[config.mk]
export PLATFORM = sky130hd
export DESIGN_NAME = split_bus_arbiter
export DESIGN_NICKNAME = d
export VERILOG_FILES = /design/src/rtl/split_bus_arbiter_pkg.sv /design/src/rtl/split_bus_arbiter_split_tracker.sv /design/src/rtl/split_bus_arbiter.sv
export SDC_FILE = /design/constraint.sdc
export NUM_CORES = 1
export LEC_CHECK = 0
export BUFFER_PORTS_ARGS = -buffer_cell sky130_fd_sc_hd__clkbuf_2
export CAP_MARGIN = 0
export CORE_UTILIZATION = 55
export DETAILED_ROUTE_END_ITERATION = 10
export PLACE_DENSITY = 0.79
export SETUP_SLACK_MARGIN = 0.02
export SLEW_MARGIN = 15
export SYNTH_ARGS = -nofsm -noshare
export SYNTH_HDL_FRONTEND = slang
export SYNTH_SLANG_ARGS = --single-unit
[constraint.sdc]
create_clock -name clk -period 1.9 [get_ports clk]
set_input_delay 0.57 -clock clk [delete_from_list [all_inputs] [get_ports clk]]
set_output_delay 0.57 -clock clk [all_outputs]
set_load 0.02 [all_outputs]
[src/rtl/split_bus_arbiter_pkg.sv]
// Shared definitions for the split-transaction bus arbiter: FSM state encoding
// and master-select constants.
package arb_pkg;

   typedef enum logic [1:0] {
      IDLE   = 2'd0,
      OWN    = 2'd1,
      RESUME = 2'd2,
      TURN   = 2'd3
   } arb_state_t;

   localparam logic OWNER_M1 = 1'b0;
   localparam logic OWNER_M2 = 1'b1;

endpackage

[src/rtl/split_bus_arbiter_split_tracker.sv]
// Tracks the single outstanding split: edge-detects s_split, records which
// master was parked, and raises resume_pending once the slave is ready again.
module split_tracker
   import arb_pkg::*;
(
   input  logic clk,
   input  logic rstn,
   input  logic s_split,
   input  logic msel,
   input  logic own_active,
   input  logic resume_start,
   output logic split_enter,
   output logic split_owner,
   output logic m1_split,
   output logic m2_split,
   output logic resume_pending
);

   logic s_split_q;
   logic split_rise;
   logic split_fall;
   logic outstanding;

   assign split_rise  = s_split & ~s_split_q;
   assign split_fall  = ~s_split & s_split_q;
   assign outstanding = m1_split | m2_split | resume_pending;
   // Only a stall raised against a live OWN transfer starts a split; anything else is noise.
   assign split_enter = split_rise & own_active & ~outstanding;

   // NOTE: the synchronous reset sits inside the clocked block so every register clears on the same edge.
   always_ff @(posedge clk) begin
      if (!rstn) begin
         s_split_q      <= 1'b0;
         split_owner    <= OWNER_M1;
         m1_split       <= 1'b0;
         m2_split       <= 1'b0;
         resume_pending <= 1'b0;
      end else begin
         s_split_q <= s_split;
         if (split_enter) begin
            split_owner <= msel;
            if (msel == OWNER_M1) m1_split <= 1'b1;
            else                  m2_split <= 1'b1;
         end else if (resume_start) begin
            resume_pending <= 1'b0;
            if (split_owner == OWNER_M1) m1_split <= 1'b0;
            else                         m2_split <= 1'b0;
         end
         if (split_fall && (m1_split || m2_split) && !resume_start)
            resume_pending <= 1'b1;
      end
   end

endmodule

[src/rtl/split_bus_arbiter.sv]
// Two-master bus arbiter with split-transaction parking/resume for one slave.
// Build option: define ARB_ROUND_ROBIN_EN for round-robin on simultaneous requests.
module split_bus_arbiter
   import arb_pkg::*;
#(
   parameter int TURNAROUND_CYCLES = 1,
   parameter int TURN_CNT_W        = 4
) (
   input  logic clk,
   input  logic rstn,
   input  logic m1_breq,
   input  logic m2_breq,
   input  logic s_split,
   output logic m1_bgrant,
   output logic m2_bgrant,
   output logic m1_split,
   output logic m2_split,
   output logic split_grant,
   output logic msel,
   output logic bus_busy
);

   localparam logic [TURN_CNT_W-1:0] TURN_LOAD = TURN_CNT_W'(TURNAROUND_CYCLES - 1);

   arb_state_t            state;
   logic [TURN_CNT_W-1:0] turn_cnt;
   logic                  split_enter;
   logic                  split_owner;
   logic                  resume_pending;
   logic                  owner_req;
   logic                  elig1;
   logic                  elig2;
   logic                  pick;
   logic                  resume_start;

   assign owner_req    = (msel == OWNER_M1) ? m1_breq : m2_breq;
   assign elig1        = m1_breq & ~m1_split;
   assign elig2        = m2_breq & ~m2_split;
   assign resume_start = (state == IDLE) & resume_pending;

`ifdef ARB_ROUND_ROBIN_EN
   logic last_owner;

   assign pick = (elig1 && elig2) ? ~last_owner : (elig1 ? OWNER_M1 : OWNER_M2);

   always_ff @(posedge clk) begin
      if (!rstn)
         last_owner <= OWNER_M2;
      else if (resume_start)
         last_owner <= split_owner;
      else if (state == IDLE && (elig1 || elig2))
         last_owner <= pick;
   end
`else
   assign pick = elig1 ? OWNER_M1 : OWNER_M2;
`endif

   split_tracker u_split_tracker (
      .clk            (clk),
      .rstn           (rstn),
      .s_split        (s_split),
      .msel           (msel),
      .own_active     (state == OWN),
      .resume_start   (resume_start),
      .split_enter    (split_enter),
      .split_owner    (split_owner),
      .m1_split       (m1_split),
      .m2_split       (m2_split),
      .resume_pending (resume_pending)
   );

   // NOTE: all state and outputs use non-blocking assignments so every branch sees pre-edge values.
   always_ff @(posedge clk) begin
      if (!rstn) begin
         state       <= IDLE;
         turn_cnt    <= '0;
         m1_bgrant   <= 1'b0;
         m2_bgrant   <= 1'b0;
         split_grant <= 1'b0;
         msel        <= OWNER_M1;
         bus_busy    <= 1'b0;
      end else begin
         case (state)
            IDLE: begin
               // A parked master waiting on its slave outranks fresh requests.
               if (resume_pending) begin
                  msel        <= split_owner;
                  m1_bgrant   <= (split_owner == OWNER_M1);
                  m2_bgrant   <= (split_owner == OWNER_M2);
                  split_grant <= 1'b1;
                  bus_busy    <= 1'b1;
                  state       <= RESUME;
               end else if (elig1 || elig2) begin
                  msel      <= pick;
                  m1_bgrant <= (pick == OWNER_M1);
                  m2_bgrant <= (pick == OWNER_M2);
                  bus_busy  <= 1'b1;
                  state     <= OWN;
               end
            end
            OWN, RESUME: begin
               if (split_enter || !owner_req) begin
                  m1_bgrant   <= 1'b0;
                  m2_bgrant   <= 1'b0;
                  split_grant <= 1'b0;
                  bus_busy    <= 1'b0;
                  turn_cnt    <= TURN_LOAD;
                  state       <= TURN;
               end
            end
            TURN: begin
               if (turn_cnt == '0) state <= IDLE;
               else                turn_cnt <= turn_cnt - 1'b1;
            end
            default: state <= IDLE;
         endcase
      end
   end

endmodule
==> reports/qor.yml <==
status: "complete, no violations"
n_fill_cell: 133
maxCapViolations: 0
cp-end-kind: "flip-flop"
vias: 757
yosys_warnings: 0
cp_slowest_cell: "or3b_1"
final.setup.tns_ps: 0
wirelength_um: 1725
num_antenna_cells: 0
synthAdderAreaFrac: 0.06840
yosys.area_share.simple: 0.2818
grt_pass1_vias: 742
die-area_um2: 1830
synth_top_family_by_area: "simple AND/OR/NAND/NOR gates"
ys_types: 35
hpwl_um: 1325
critPathMaxFanout: 4
hold_violations: 0
slew_headroom: 0.6948
firstDrtPassIters: 4
clockBufferDepth: 2
wl_per_cell_um: 12.97
hold_slack_ps: 463.6
rrSetupSlack_ps: 210
area_growth_pct: 11.08
ant_nets: 0
place.gp.congestion: 0.7763
cts-root-buf: "clkbuf_4"
vias_per_cell: 5.692
peakVddDrop_mv: 0.5582
required_ps: 2120
clkSinkCount: 16
syn_area_per_cell_um2: 8.794
fin_util: 0.6667
syn_nets: 114
cts_tree: "done"
synth_mux_area_frac: 0.1094
yosys_most_used_dff: "dfxtp_1"
p_leak_nw: 0.4185
setup_violations: 0
io_buffer_count: 11
antenna_found_initial: 0
hold_path_class: "flip-flop to flip-flop"
regToRegStartpoint: "state[0]$_SDFFE_PN0P_"
crit_family: "simple AND/OR/NAND/NOR gates"
cts_buffers: 3
ys_seq_area_frac: 0.3502
ys_ff_latch: 16
drive_gt1_frac: 0.1880
drt-initial-drc-count: 21
synth-async-reset-ratio: 0
synth-xor-area-share: 0
track_usage: 0.2249
cp.arrival_ps: 1900
fin_worst_skew_ps: 7.540
r2r_end: "m1_bgrant$_SDFFE_PN0P_"
p_per_area_nw_per_um2: 1181
layout.nets: 129
syn_inst: 104
pin_count: 12
drc: 0
synth_area_um2: 914.6
path_clk_slew_ps: 90
initial_core_util: 0.6002
grt_start_max_net_pins: 14
min_from: "bus_busy$_SDFFE_PN0P_"
crit_buf_inv: 1
ctsResizeCount: 0
tightest_slew_ps: 453.1
path_cells: "inv_1, ha_1, nor2b_1, or3b_1, nand3b_2, mux2i_1"
synth-edff-count: 0
core-area_um2: 1524
overflow: 0
rr_worst_depth: 6
grt_pass1_wl_um: 3084
min_period_over_period: 0.8877
slowest_delay_ps: 410
final_max_slew_viol_count: 0
max_freq_mhz: 592.9
rows: 14
postCtsSetupRepairBufs: 0
synth_compound_area_frac: 0.1450
htree_levels: 1
fp.dieW_um: 42.78
layout_min_cycle_time_ps: 1687
hold_depth: 2
clkLatencyLatePin_ps: 290
crit_type: "flip-flop to flip-flop"
rsz0062_at_grt: "no"
die_h_um: 42.78
cp-start-kind: "flip-flop"
hold_buffers: 0
min_to: "bus_busy$_SDFFE_PN0P_"
## metal layers
layer,global-route usage,vias up,wire [um]
met2,0.3636,9,789
met4,0.1313,0,40
met1,0.2850,357,858
met3,0.02553,4,35
met5,0,-,0
li1,-,387,-
## layout by cell type (no fill, tap or decap), drive strengths merged, types with 2 or more instances in the layout
cell,instances
buf,3
mux2i,10
nand2b,2
nand3b,2
clkbuf,14
o21ai,6
nor2b,7
inv,6
a21boi,2
o21a,2
nand3,5
dfxtp,16
ha,5
nor2,3
nand2,15
and2,3
## registers in the layout, indices dropped and copies added (netlist names)
| register | flops |
|---|---|
| m2_bgrant | 1 |
| state | 2 |
| m1_bgrant | 1 |
| u_split_tracker.m1_split | 1 |
| split_grant | 1 |
| turn_cnt | 4 |
| u_split_tracker.m2_split | 1 |
| u_split_tracker.split_owner | 1 |
| u_split_tracker.s_split_q | 1 |
| u_split_tracker.resume_pending | 1 |
| bus_busy | 1 |
| msel | 1 |
## per-stage QoR
step                      setup WS (ps)  std cells  total power [W]  cell area (um2)
after floorplan                   353.9        104        0.0008846            914.6
after global placement            213.1        130         0.001019            993.5
after detailed placement          190.2        130         0.001031            993.5
after CTS                         224.3        133         0.001209             1016
after global routing              75.06        133         0.001277             1016
final                             213.4        133         0.001199             1016
## worst max path at each step
stage | startpoint | depth (start not counted) | end | slack [ps]
after floorplan | state[0]$_SDFFE_PN0P_ | 6 | state[0]$_SDFFE_PN0P_ | 350
after global placement | s_split | 5 | turn_cnt[3]$_SDFFE_PN0P_ | 210
after detailed placement | s_split | 5 | turn_cnt[0]$_SDFFE_PN0P_ | 190
after CTS | state[1]$_SDFFE_PN0P_ | 6 | m1_bgrant$_SDFFE_PN0P_ | 220
after global routing | state[1]$_SDFFE_PN0P_ | 6 | bus_busy$_SDFFE_PN0P_ | 80
final | state[0]$_SDFFE_PN0P_ | 6 | m1_bgrant$_SDFFE_PN0P_ | 210
## worst reg2reg max path, stage by stage (launching register included)
cell,delay (ps)
dfxtp_1,360
inv_1,90
ha_1,160
nor2b_1,250
or3b_1,410
nand3b_2,160
mux2i_1,190
## logic make-up (layout without fill, tap and decap cells)
family	count (synthesis)	in the layout
compound gates	17	17
flops	16	16
fa+ha+maj	5	5
mux	10	10
simple gates	46	46
buf+inv	10	23
## synth_stat cells, drive strengths merged, types with 2 or more instances
| master | number | area [um2] |
|---|---|---|
| nor2 | 3 | 11.26 |
| o21ai | 6 | 30.02 |
| inv | 6 | 22.52 |
| dfxtp | 16 | 320.3 |
| a21boi | 2 | 26.28 |
| nand3 | 5 | 25.02 |
| o21a | 2 | 15.01 |
| nand3b | 2 | 18.77 |
| nand2b | 2 | 12.51 |
| and2 | 3 | 18.77 |
| mux2i | 10 | 100.1 |
| nor2b | 7 | 43.79 |
| clkbuf | 3 | 11.26 |
| nand2 | 15 | 56.30 |
| ha | 5 | 62.56 |
## report_power, final
| part | switching, W | internal [W] |
|---|---|---|
| clock network | 0.000103 | 0.0000737 |
| logic | 0.000320 | 0.000255 |
| registers | 0.0000492 | 0.000400 |
| total | 0.000472 | 0.000728 |
## final cells by class
| cell class | count | area (um2) | area share |
|---|---|---|---|
| Multi-Input combinational cell | 78 | 553.0 | 0.5443 |
| Sequential cell | 16 | 320.3 | 0.3153 |
| Timing Repair Buffer | 14 | 77.57 | 0.07636 |
| Clock buffer | 3 | 22.52 | 0.02217 |
| Inverter | 6 | 22.52 | 0.02217 |
| Tap cell | 16 | 20.02 | 0.01970 |
Note: power is estimated with default switching activity, not from simulation.
